File: src/rtl/bsg_mul_comp42_seq.sv
// Sequential unsigned multiplier. It retires two multiplier bits per cycle
// through a single 2*width_p-bit carry-save 4:2 compressor. A final
// carry-propagate add resolves the redundant sum/carry pair into the product.
// A valid/ready handshake accepts operands. A valid/yumi handshake returns
// the product.

// Carry-save 4:2 compressor built from two chained 3:2 rows. The carry
// output is returned already shifted to its true weight. Carries out of the
// top column are dropped, so the result is exact modulo 2^w.
module bsg_mul_comp42_seq_comp42 #(
  parameter int w = 32
) (
  input  logic [w-1:0] x0,
  input  logic [w-1:0] x1,
  input  logic [w-1:0] x2,
  input  logic [w-1:0] x3,
  output logic [w-1:0] sum,
  output logic [w-1:0] carry
);

  logic [w-1:0] s1;     // first-row sum
  logic [w-2:0] cout;   // first-row carries, top column dropped
  logic [w-1:0] cin;    // first-row carries at their true weight
  logic [w-2:0] c2;     // second-row carries, top column dropped

  assign s1    = x0 ^ x1 ^ x2;
  assign cout  = (x0[w-2:0] & x1[w-2:0])
               | (x0[w-2:0] & x2[w-2:0])
               | (x1[w-2:0] & x2[w-2:0]);
  assign cin   = {cout, 1'b0};
  assign sum   = s1 ^ x3 ^ cin;
  assign c2    = (s1[w-2:0] & x3[w-2:0])
               | (s1[w-2:0] & cin[w-2:0])
               | (x3[w-2:0] & cin[w-2:0]);
  assign carry = {c2, 1'b0};

endmodule

module bsg_mul_comp42_seq #(
  parameter int width_p     = 16,  // operand width; even, 4..64
  parameter int early_out_p = 1    // 1: stop once the remaining multiplier bits are zero
) (
  input  logic                   clk_i,
  input  logic                   reset_n_i,
  input  logic                   v_i,
  input  logic [width_p-1:0]     a_i,
  input  logic [width_p-1:0]     b_i,
  output logic                   ready_o,
  output logic                   v_o,
  output logic [2*width_p-1:0]   p_o,
  input  logic                   yumi_i
);

  localparam int half_lp = width_p / 2;        // number of bit pairs
  localparam int kw_lp   = $clog2(half_lp);    // pair-counter width
  localparam int pw_lp   = 2 * width_p;        // product width

  typedef enum logic [1:0] {
    IDLE  = 2'd0,
    BUSY  = 2'd1,
    FINAL = 2'd2,
    DONE  = 2'd3
  } state_e;

  state_e             state_r, state_n;

  logic [width_p-1:0] a_r;        // latched multiplicand
  logic [width_p-1:0] b_r;        // latched multiplier
  logic [pw_lp-1:0]   sum_r;      // carry-save sum accumulator
  logic [pw_lp-1:0]   carry_r;    // carry-save carry accumulator
  logic [pw_lp-1:0]   prod_r;     // resolved product
  logic [kw_lp-1:0]   k_r;        // index of the bit pair being retired

  // Bit positions of the current pair, b[2k] and b[2k+1].
  logic [kw_lp:0]     idx0, idx1;
  // First multiplier bit above the pair being retired: 2k+2.
  logic [kw_lp+1:0]   shamt;

  logic [pw_lp-1:0]   pp0, pp1;
  logic [pw_lp-1:0]   comp_sum, comp_carry;

  logic               last_pair;
  logic               early_done;
  logic               step_done;

  assign idx0  = {k_r, 1'b0};
  assign idx1  = {k_r, 1'b1};
  assign shamt = {1'b0, k_r, 1'b0} + (kw_lp+2)'(2);

  // Partial products for the current pair, aligned to bits 2k and 2k+1.
  assign pp0 = {{width_p{1'b0}}, a_r & {width_p{b_r[idx0]}}} << idx0;
  assign pp1 = {{(width_p-1){1'b0}}, a_r & {width_p{b_r[idx1]}}, 1'b0} << idx0;

  bsg_mul_comp42_seq_comp42 #(
    .w (pw_lp)
  ) comp (
    .x0    (sum_r),
    .x1    (carry_r),
    .x2    (pp0),
    .x3    (pp1),
    .sum   (comp_sum),
    .carry (comp_carry)
  );

  // The step in flight is the last one when it retires the top pair. With
  // early out, it is also the last one when no multiplier bit above the
  // pair is set. Shifting by width_p for the top pair yields zero, which
  // agrees with last_pair.
  assign last_pair  = (k_r == kw_lp'(half_lp - 1));
  assign early_done = (early_out_p != 0) && ((b_r >> shamt) == '0);
  assign step_done  = last_pair || early_done;

  // State register.
  // NOTE: sequential state uses non-blocking assignments so every register
  // samples pre-edge values regardless of block ordering.
  always_ff @(posedge clk_i or negedge reset_n_i) begin
    if (!reset_n_i) begin
      state_r <= IDLE;
    end else begin
      state_r <= state_n;
    end
  end

  // Next-state logic for the accept / iterate / resolve / hand-off sequence.
  // NOTE: state_n gets a default before the case, so no path leaves it
  // unassigned and no latch is inferred.
  always_comb begin
    state_n = state_r;
    case (state_r)
      IDLE:    if (v_i)       state_n = BUSY;
      BUSY:    if (step_done) state_n = FINAL;
      FINAL:                  state_n = DONE;
      DONE:    if (yumi_i)    state_n = IDLE;
      default:                state_n = IDLE;
    endcase
  end

  // Datapath: capture operands, iterate the compressor, then resolve.
  // NOTE: all datapath registers are reset, not only the control state. A
  // reset taken mid-operation therefore cannot leave a stale partial result
  // that later reaches p_o.
  always_ff @(posedge clk_i or negedge reset_n_i) begin
    if (!reset_n_i) begin
      a_r     <= '0;
      b_r     <= '0;
      sum_r   <= '0;
      carry_r <= '0;
      prod_r  <= '0;
      k_r     <= '0;
    end else begin
      case (state_r)
        IDLE: begin
          if (v_i) begin
            a_r     <= a_i;
            b_r     <= b_i;
            sum_r   <= '0;
            carry_r <= '0;
            k_r     <= '0;
          end
        end
        BUSY: begin
          sum_r   <= comp_sum;
          carry_r <= comp_carry;
          k_r     <= k_r + kw_lp'(1);
        end
        FINAL: begin
          // The product fits in pw_lp bits, so the add's carry-out is dropped.
          prod_r <= sum_r + carry_r;
        end
        default: begin
          // DONE holds the product steady until the consumer takes it.
        end
      endcase
    end
  end

  assign ready_o = (state_r == IDLE);
  assign v_o     = (state_r == DONE);
  assign p_o     = v_o ? prod_r : '0;

endmodule

File: config.mk
export PLATFORM = sky130hd
export DESIGN_NAME = bsg_mul_comp42_seq
export DESIGN_NICKNAME = d
export VERILOG_FILES = /design/src/rtl/bsg_mul_comp42_seq.sv
export SDC_FILE = /design/constraint.sdc
export NUM_CORES = 1
export LEC_CHECK = 0
export BUFFER_PORTS_ARGS = -buffer_cell sky130_fd_sc_hd__buf_2
export CAP_MARGIN = 20
export CORE_MARGIN = 5
export CORE_UTILIZATION = 35
export CTS_CLUSTER_SIZE = 12
export DETAILED_ROUTE_END_ITERATION = 16
export MAX_ROUTING_LAYER = met4
export PLACE_DENSITY = 0.5
export SLEW_MARGIN = 20
export SYNTH_ARGS = -nofsm -noshare
export SYNTH_HDL_FRONTEND = slang
export SYNTH_HIERARCHICAL = 1
export SYNTH_SLANG_ARGS = --single-unit
File: constraint.sdc
create_clock -name clk_i -period 5.26 [get_ports clk_i]
set_clock_uncertainty 0.1 [all_clocks]
set_input_delay 1.052 -clock clk_i [delete_from_list [all_inputs] [get_ports clk_i]]
set_output_delay 1.052 -clock clk_i [all_outputs]
set_load 0.01 [all_outputs]
==> run metrics, run 1 <==
grt ovf 0; Skew-Pair Late Insertion Delay around 0.42 ns; # clock sinks about 130; crit end category flip-flop; initial antenna violation count 0; Vias roughly 7k; nets@finish roughly 1.1k; Boundary Pins 70; maxcap violations 0; Initial Utilization 35.5%; die area just over 30000 um2; drt first pass iters 5; Layout area overhead 13.7%; Post-CTS Resized 0; relative slew slack between 40% and 50%; Post-synth top flop dfrtp_1; critical setup path kind reg -> reg; clock-pin slew on the worst setup and hold paths 0.06 ns; unrepaired setup endpoints after global routing no; CTS H-tree lvls 4; Die Ht between 150 and 200 um; vias in the first global route 6961; CP startpoint k_r[0]; Worst Path Required 5.46 ns; Bufs on Longest Clock Path 2; final hold slack 0.377 ns; peak supply drop 0.275 mV; number of setup violations in the final report 0; DRC Markers 0; Die W 175 um; total CTS buffers 17; commonest non-fill, non-tap cell in the layout dfrtp_1; GRT Total Usage between 10% and 20%; Final Hold Fails 0; Core Box Area 26900 um2; CTS tree built; Antenna Nets Post-Route 0; status completed; commonest cells after routing, fill and taps aside dfrtp_1, nor2_1, a22o_1, buf_2, fa_1; num rows 60; Lkg Pwr 5.03 nW; minimum clock period ~3.6 ns; Hold Crit Class reg -> reg; synth warn 6; Final period util about 69%; CP Launch Type flip-flop; sequential fraction of the synthesis area a little over a third; synthesized area per cell 10.5 um2; Syn Inst Count 912; CP max FO 39; total setup buffers inserted after CTS 0; arrival time at the worst endpoint about 3.8 ns; hold buffers post-CTS 0; first-pass GRT wire length about 40000 um; largest net degree at the start of global routing 68; async set-reset flop share out of synthesis 100%; final wirelength around 23000 um; r2r setup slk between 1.5 and 2 ns; WL/cell 17.8 um; iteration-0 DRC count of the detailed router 400; I/O Buffers 69; post-DP HPWL 17700 um; max frequency between 0.2 and 0.3 GHz; vias per cell between 5 and 6; hold wc startpoint prod_r[14]; cell area after synthesis 9550 um2; Ant. Diodes 0; setup tns final 0 ns; Slew Viols, Final 0; Critical R2R Launch k_r[0]; pin slew with the least headroom to its limit 0.862 ns; Seq cells post-synth 133; Cell Pwr Density 598 nW/um2; gpl congestion a little under 0.9; CTS Root Cell clkbuf_16; EDFF count, synth 0; fraction of layout instances using a drive strength above 1 20.3%; post-synthesis cell type count 75
[critical path, cell delays in order (launching register included)]
cell and delay (ns):
dfrtp_1 0.37, buf_4 0.41, mux4_2 0.59, a21oi_1 0.56
buf_4 0.27, nor2_1 0.07, fa_1 0.53, fa_1 0.42
a22o_1 0.21
[through the flow]
| stage | utilization, % | instance area, um2 | std cells | worst slack [ns] | total power [mW] |
|---|---|---|---|---|---|
| after floorplan | - | 9560 | 915 | 2.35 | 4.32 |
| after detailed placement | 37.9 | 10200 | 1284 | 1.46 | 5.19 |
| final | 40.4 | 10900 | 1317 | 1.62 | 6.49 |
| after CTS | 40.4 | 10800 | 1316 | 1.44 | 6.55 |
| after global placement | 37.9 | 10200 | 1284 | 1.48 | 5.14 |
| after global routing | 40.4 | 10900 | 1317 | 1.49 | 7.08 |
[layer usage]
metal,GRT usage (%),part of all wire (%),vias up
met5,-,0,-
met3,3.38,4.1,21
li1,-,-,3413
met4,3.93,1.2,0
met1,24.4,52,3320
met2,22.2,42,147
[power by group]
group,switching [mW],internal (mW)
Clock,0.473,0.855
Sequential,0.402,1.42
Combinational,1.93,1.41
[cells by family after synthesis]
group | Yosys count | share of synthesized area, %
and+or+nand+nor | 264 | 13.5
AOI/OAI and AO/OA | 245 | 18.8
DFF | 133 | 34.9
adders and majority gates | 100 | 18.0
muxes | 80 | 9.70
buffers and inverters | 65 | 2.88
xor gates and xnor gates | 23 | 2.25
other | 2 | 0.0786
[final cells by class]
type | count | area (um2)
multi-input cells | 717 | 5970
clock inverters | 12 | 203
flip-flops and latches | 133 | 3330
fillers | 2667 | 16000
inverters | 16 | 60.1
well taps | 341 | 427
repair buffers | 78 | 419
clock buffers | 20 | 447
[registers in the layout (all words and copies together) (netlist names)]
register / cells
carry_r: 32
sum_r: 32
state_r: 2
b_r: 16
a_r: 16
prod_r: 32
k_r: 3
[synth_stat cells (3+ instances only)]
cell	number	area, um2
nor3_1	9	45.0
a21oi_1	55	275
nor2b_1	4	25.0
o31ai_1	4	30.0
a21o_1	7	52.6
mux4_2	4	90.1
ha_1	38	475
and2_1	43	269
o21ai_1	10	50.1
buf_2	10	50.1
xor2_1	9	78.8
nand3_1	12	60.1
a22o_1	68	596
nor4_1	4	25.0
a211oi_1	4	30.0
buf_4	3	22.5
clkbuf_1	27	101
o21a_1	9	67.6
buf_1	8	30.0
mux2i_1	19	190
nand2_1	59	221
nor2_1	99	372
dfrtp_1	133	3330
or2_2	5	31.3
xnor2_1	13	114
a31oi_1	9	56.3
a21oi_2	4	35.0
and3_1	8	50.1
mux2_2	55	619
nand4_1	9	56.3
o21bai_1	4	30.0
o21ai_0	29	145
inv_1	15	56.3
fa_1	62	1240
o211ai_1	8	60.1
[final timing paths]
path / end / cells after the start
max: sum_r[12] / 8
min: prod_r[14] / 2
max reg2reg: sum_r[12] / 8
min reg2reg: prod_r[14] / 2
max in group asynchronous: prod_r[23] / 2
min in group asynchronous: carry_r[5] / 1
(Power assumes the default switching activity.)
==> run 2: changes to the inputs <==
--- a/config.mk
+++ b/config.mk
@@ -12,7 +12,7 @@
 export CTS_CLUSTER_SIZE = 12
 export DETAILED_ROUTE_END_ITERATION = 16
 export MAX_ROUTING_LAYER = met4
-export PLACE_DENSITY = 0.5
+export PLACE_DENSITY = 0.52
 export SLEW_MARGIN = 20
 export SYNTH_ARGS = -nofsm -noshare
 export SYNTH_HDL_FRONTEND = slang
==> constraint.sdc (replaced) <==
create_clock -name clk_i -period 3.2 [get_ports clk_i]
set_clock_uncertainty 0.1 [all_clocks]
set_input_delay 0.64 -clock clk_i [delete_from_list [all_inputs] [get_ports clk_i]]
set_output_delay 0.64 -clock clk_i [all_outputs]
set_load 0.01 [all_outputs]
==> run 2 against run 1 <==
Compared with the run above:
- power increased by 66%
- combinational power up 74%
- wire length up 1.9%
- clock power grew 47%
- first-iteration DRC count down 3.5%
- flip-flop and latch count did not move
- critical path depth up 1
- final area rose by 1.1%
- fmax rose by 19%
- die area unchanged
- critical path type unchanged
==> run metrics, run 2 (same netlist as run 1, synthesis figures left out) <==
crit end category flip-flop (unchanged); clock-pin slew on the worst setup and hold paths 0.06 ns (about the same); GRT Total Usage 16.5% (was 16.2%); drt first pass iters 5 (unchanged); final wirelength 23900 um (was 23500 um); Final period util 96.0% (was 69.2%); vias per cell 5.32 (was 5.24); largest net degree at the start of global routing 68 (unchanged); I/O Buffers 69 (unchanged); Antenna Nets Post-Route 0 (unchanged); gpl congestion 0.895 (was 0.896); CP max stage cell fa_1 (was mux4_2); status completed (unchanged); Crit path largest cell delay 0.50 ns (was 0.59 ns); ordered cell list for the critical path buf_12, mux4_2, and2_1, a21oi_1, buf_4, o32ai_1, fa_1, fa_1, a22o_1 (was buf_4, mux4_2, a21oi_1, buf_4, nor2_1, fa_1, fa_1, a22o_1); Worst Path Required 3.40 ns (was 5.46 ns); worst setup margin 0.128 ns (was 1.62 ns); Final Non-Filler Cells 1336 (was 1317); DRC Markers 0 (unchanged); Cell Pwr Density 980 nW/um2 (was 598 nW/um2); commonest non-fill, non-tap cell in the layout dfrtp_1 (unchanged); Hold Crit Class in -> async (was reg -> reg); post-DP HPWL 18200 um (was 17700 um); Buf/Inv on CP 2 (unchanged); Die Ht 175 um (unchanged); number of setup violations in the final report 0 (unchanged); setup tns final 0 ns (unchanged); arrival time at the worst endpoint 3.27 ns (was 3.84 ns); nets@finish 1119 (was 1099); hold buffers post-CTS 0 (unchanged); CP most frequent cell fa_1; total setup buffers inserted after CTS 0 (unchanged); placed insts 1305 (was 1284); minimum clock period 3.07 ns (was 3.64 ns); first-pass GRT wire length 40100 um (was 39000 um); CP Launch Type flip-flop (unchanged); Post-CTS Resized 0 (unchanged); CP max FO 17 (was 39); total CTS buffers 17 (unchanged); max frequency 0.326 GHz (was 0.275 GHz); initial antenna violation count 0 (unchanged); pin slew with the least headroom to its limit 0.736 ns (was 0.862 ns); Ant. Diodes 0 (unchanged); Lkg Pwr 5.12 nW (was 5.03 nW); relative slew slack 50.9% (was 42.6%); vias in the first global route 7196 (was 6961); Final Hold Fails 0 (unchanged); final hold slack 0.111 ns (was 0.377 ns); iteration-0 DRC count of the detailed router 386 (was 400); CTS Root Cell clkbuf_16 (unchanged); top flop regs carry_r (32), prod_r (32), sum_r (32) (unchanged); Die W 175 um (unchanged); Skew-Pair Late Insertion Delay 0.42 ns (about the same); Core Box Area 26900 um2 (unchanged); # clock sinks 133 (unchanged); critical setup path kind reg -> reg (unchanged); dpl ws 0.172 ns (was 1.46 ns); Slew Viols, Final 0 (unchanged); fraction of layout instances using a drive strength above 1 21.7% (was 20.3%); Boundary Pins 70 (unchanged); critical path's top delay family adder cells (unchanged); grt ovf 0 (unchanged); Vias 7106 (was 6901); maxcap violations 0 (unchanged); WL/cell 17.9 um (was 17.8 um); die area 30700 um2 (unchanged); peak supply drop 0.386 mV (was 0.275 mV); Initial Utilization 35.5% (unchanged); Layout area overhead 14.9% (was 13.7%); commonest cells after routing, fill and taps aside dfrtp_1, nor2_1, a22o_1, buf_2, fa_1 (unchanged); Bufs on Longest Clock Path 2 (unchanged); CTS tree built (unchanged); num rows 60 (unchanged); CTS H-tree lvls 4 (unchanged); unrepaired setup endpoints after global routing no (unchanged)
[run 2: cell count changes in the layout (fill, tap and decap cells not counted)]
cell	before	now
buf_12	0	3
bufinv_16	5	2
clkinvlp_4	4	1
clkbuf_8	1	3
buf_4	9	26
clkbuf_1	2	3
clkinv_2	1	3
[run 2: path summary, 6_finish.rpt]
| kind | start | endpoint | slack (ns) | depth (start not counted) |
|---|---|---|---|---|
| min in group clk_i | b_i[11] | b_r[11] | 0.35 | 2 |
| setup reg to reg | k_r[1] | sum_r[8] | 0.13 | 9 |
| hold / removal | reset_n_i | carry_r[3] | 0.11 | 1 |
| setup / recovery | k_r[1] | sum_r[8] | 0.13 | 9 |
| hold reg to reg | prod_r[23] | prod_r[23] | 0.39 | 2 |
| max in group asynchronous | reset_n_i | sum_r[22] | 2.11 | 2 |
[run 2: worst register-to-register path: stages, from the launching register on]
cell and delay (ns):
dfrtp_1 0.45, buf_12 0.19, mux4_2 0.28, and2_1 0.19
a21oi_1 0.05, buf_4 0.20, o32ai_1 0.35, fa_1 0.50
fa_1 0.44, a22o_1 0.20
[run 2: layout make-up]
class | count | area [um2]
multi-input cells | 717 | 5970
clock buffers | 23 | 478
clock inverters | 8 | 100
flip-flops and latches | 133 | 3330
repair buffers | 98 | 607
fillers | 2669 | 15900
well taps | 341 | 427
inverters | 16 | 60.1
[run 2: power by group]
part           switching [mW]  internal [mW]
Sequential              0.642           2.33
Clock                   0.750           1.20
Combinational            3.27           2.55
Total                    4.66           6.09
[run 2: metal layers]
layer | routed length (um) | global-route usage (%) | share of wire, % | vias to the layer above
li1 | - | - | - | 3461
met4 | 260 | 3.34 | 1.1 | 0
met5 | 0 | - | 0 | -
met3 | 872 | 3.09 | 3.6 | 16
met1 | 12700 | 25.1 | 53 | 3480
met2 | 10100 | 23.0 | 42 | 149
[run 2: per-stage QoR]
stage / instance area (um2) / util, % / total power, mW
2_1_floorplan: 9560 / - / 7.10
3_3_place_gp: 10400 / 38.7 / 8.73
3_5_place_dp: 10400 / 38.7 / 8.86
4_1_cts: 11000 / 40.8 / 10.8
5_1_grt: 11000 / 40.8 / 11.7
6_report: 11000 / 40.8 / 10.8
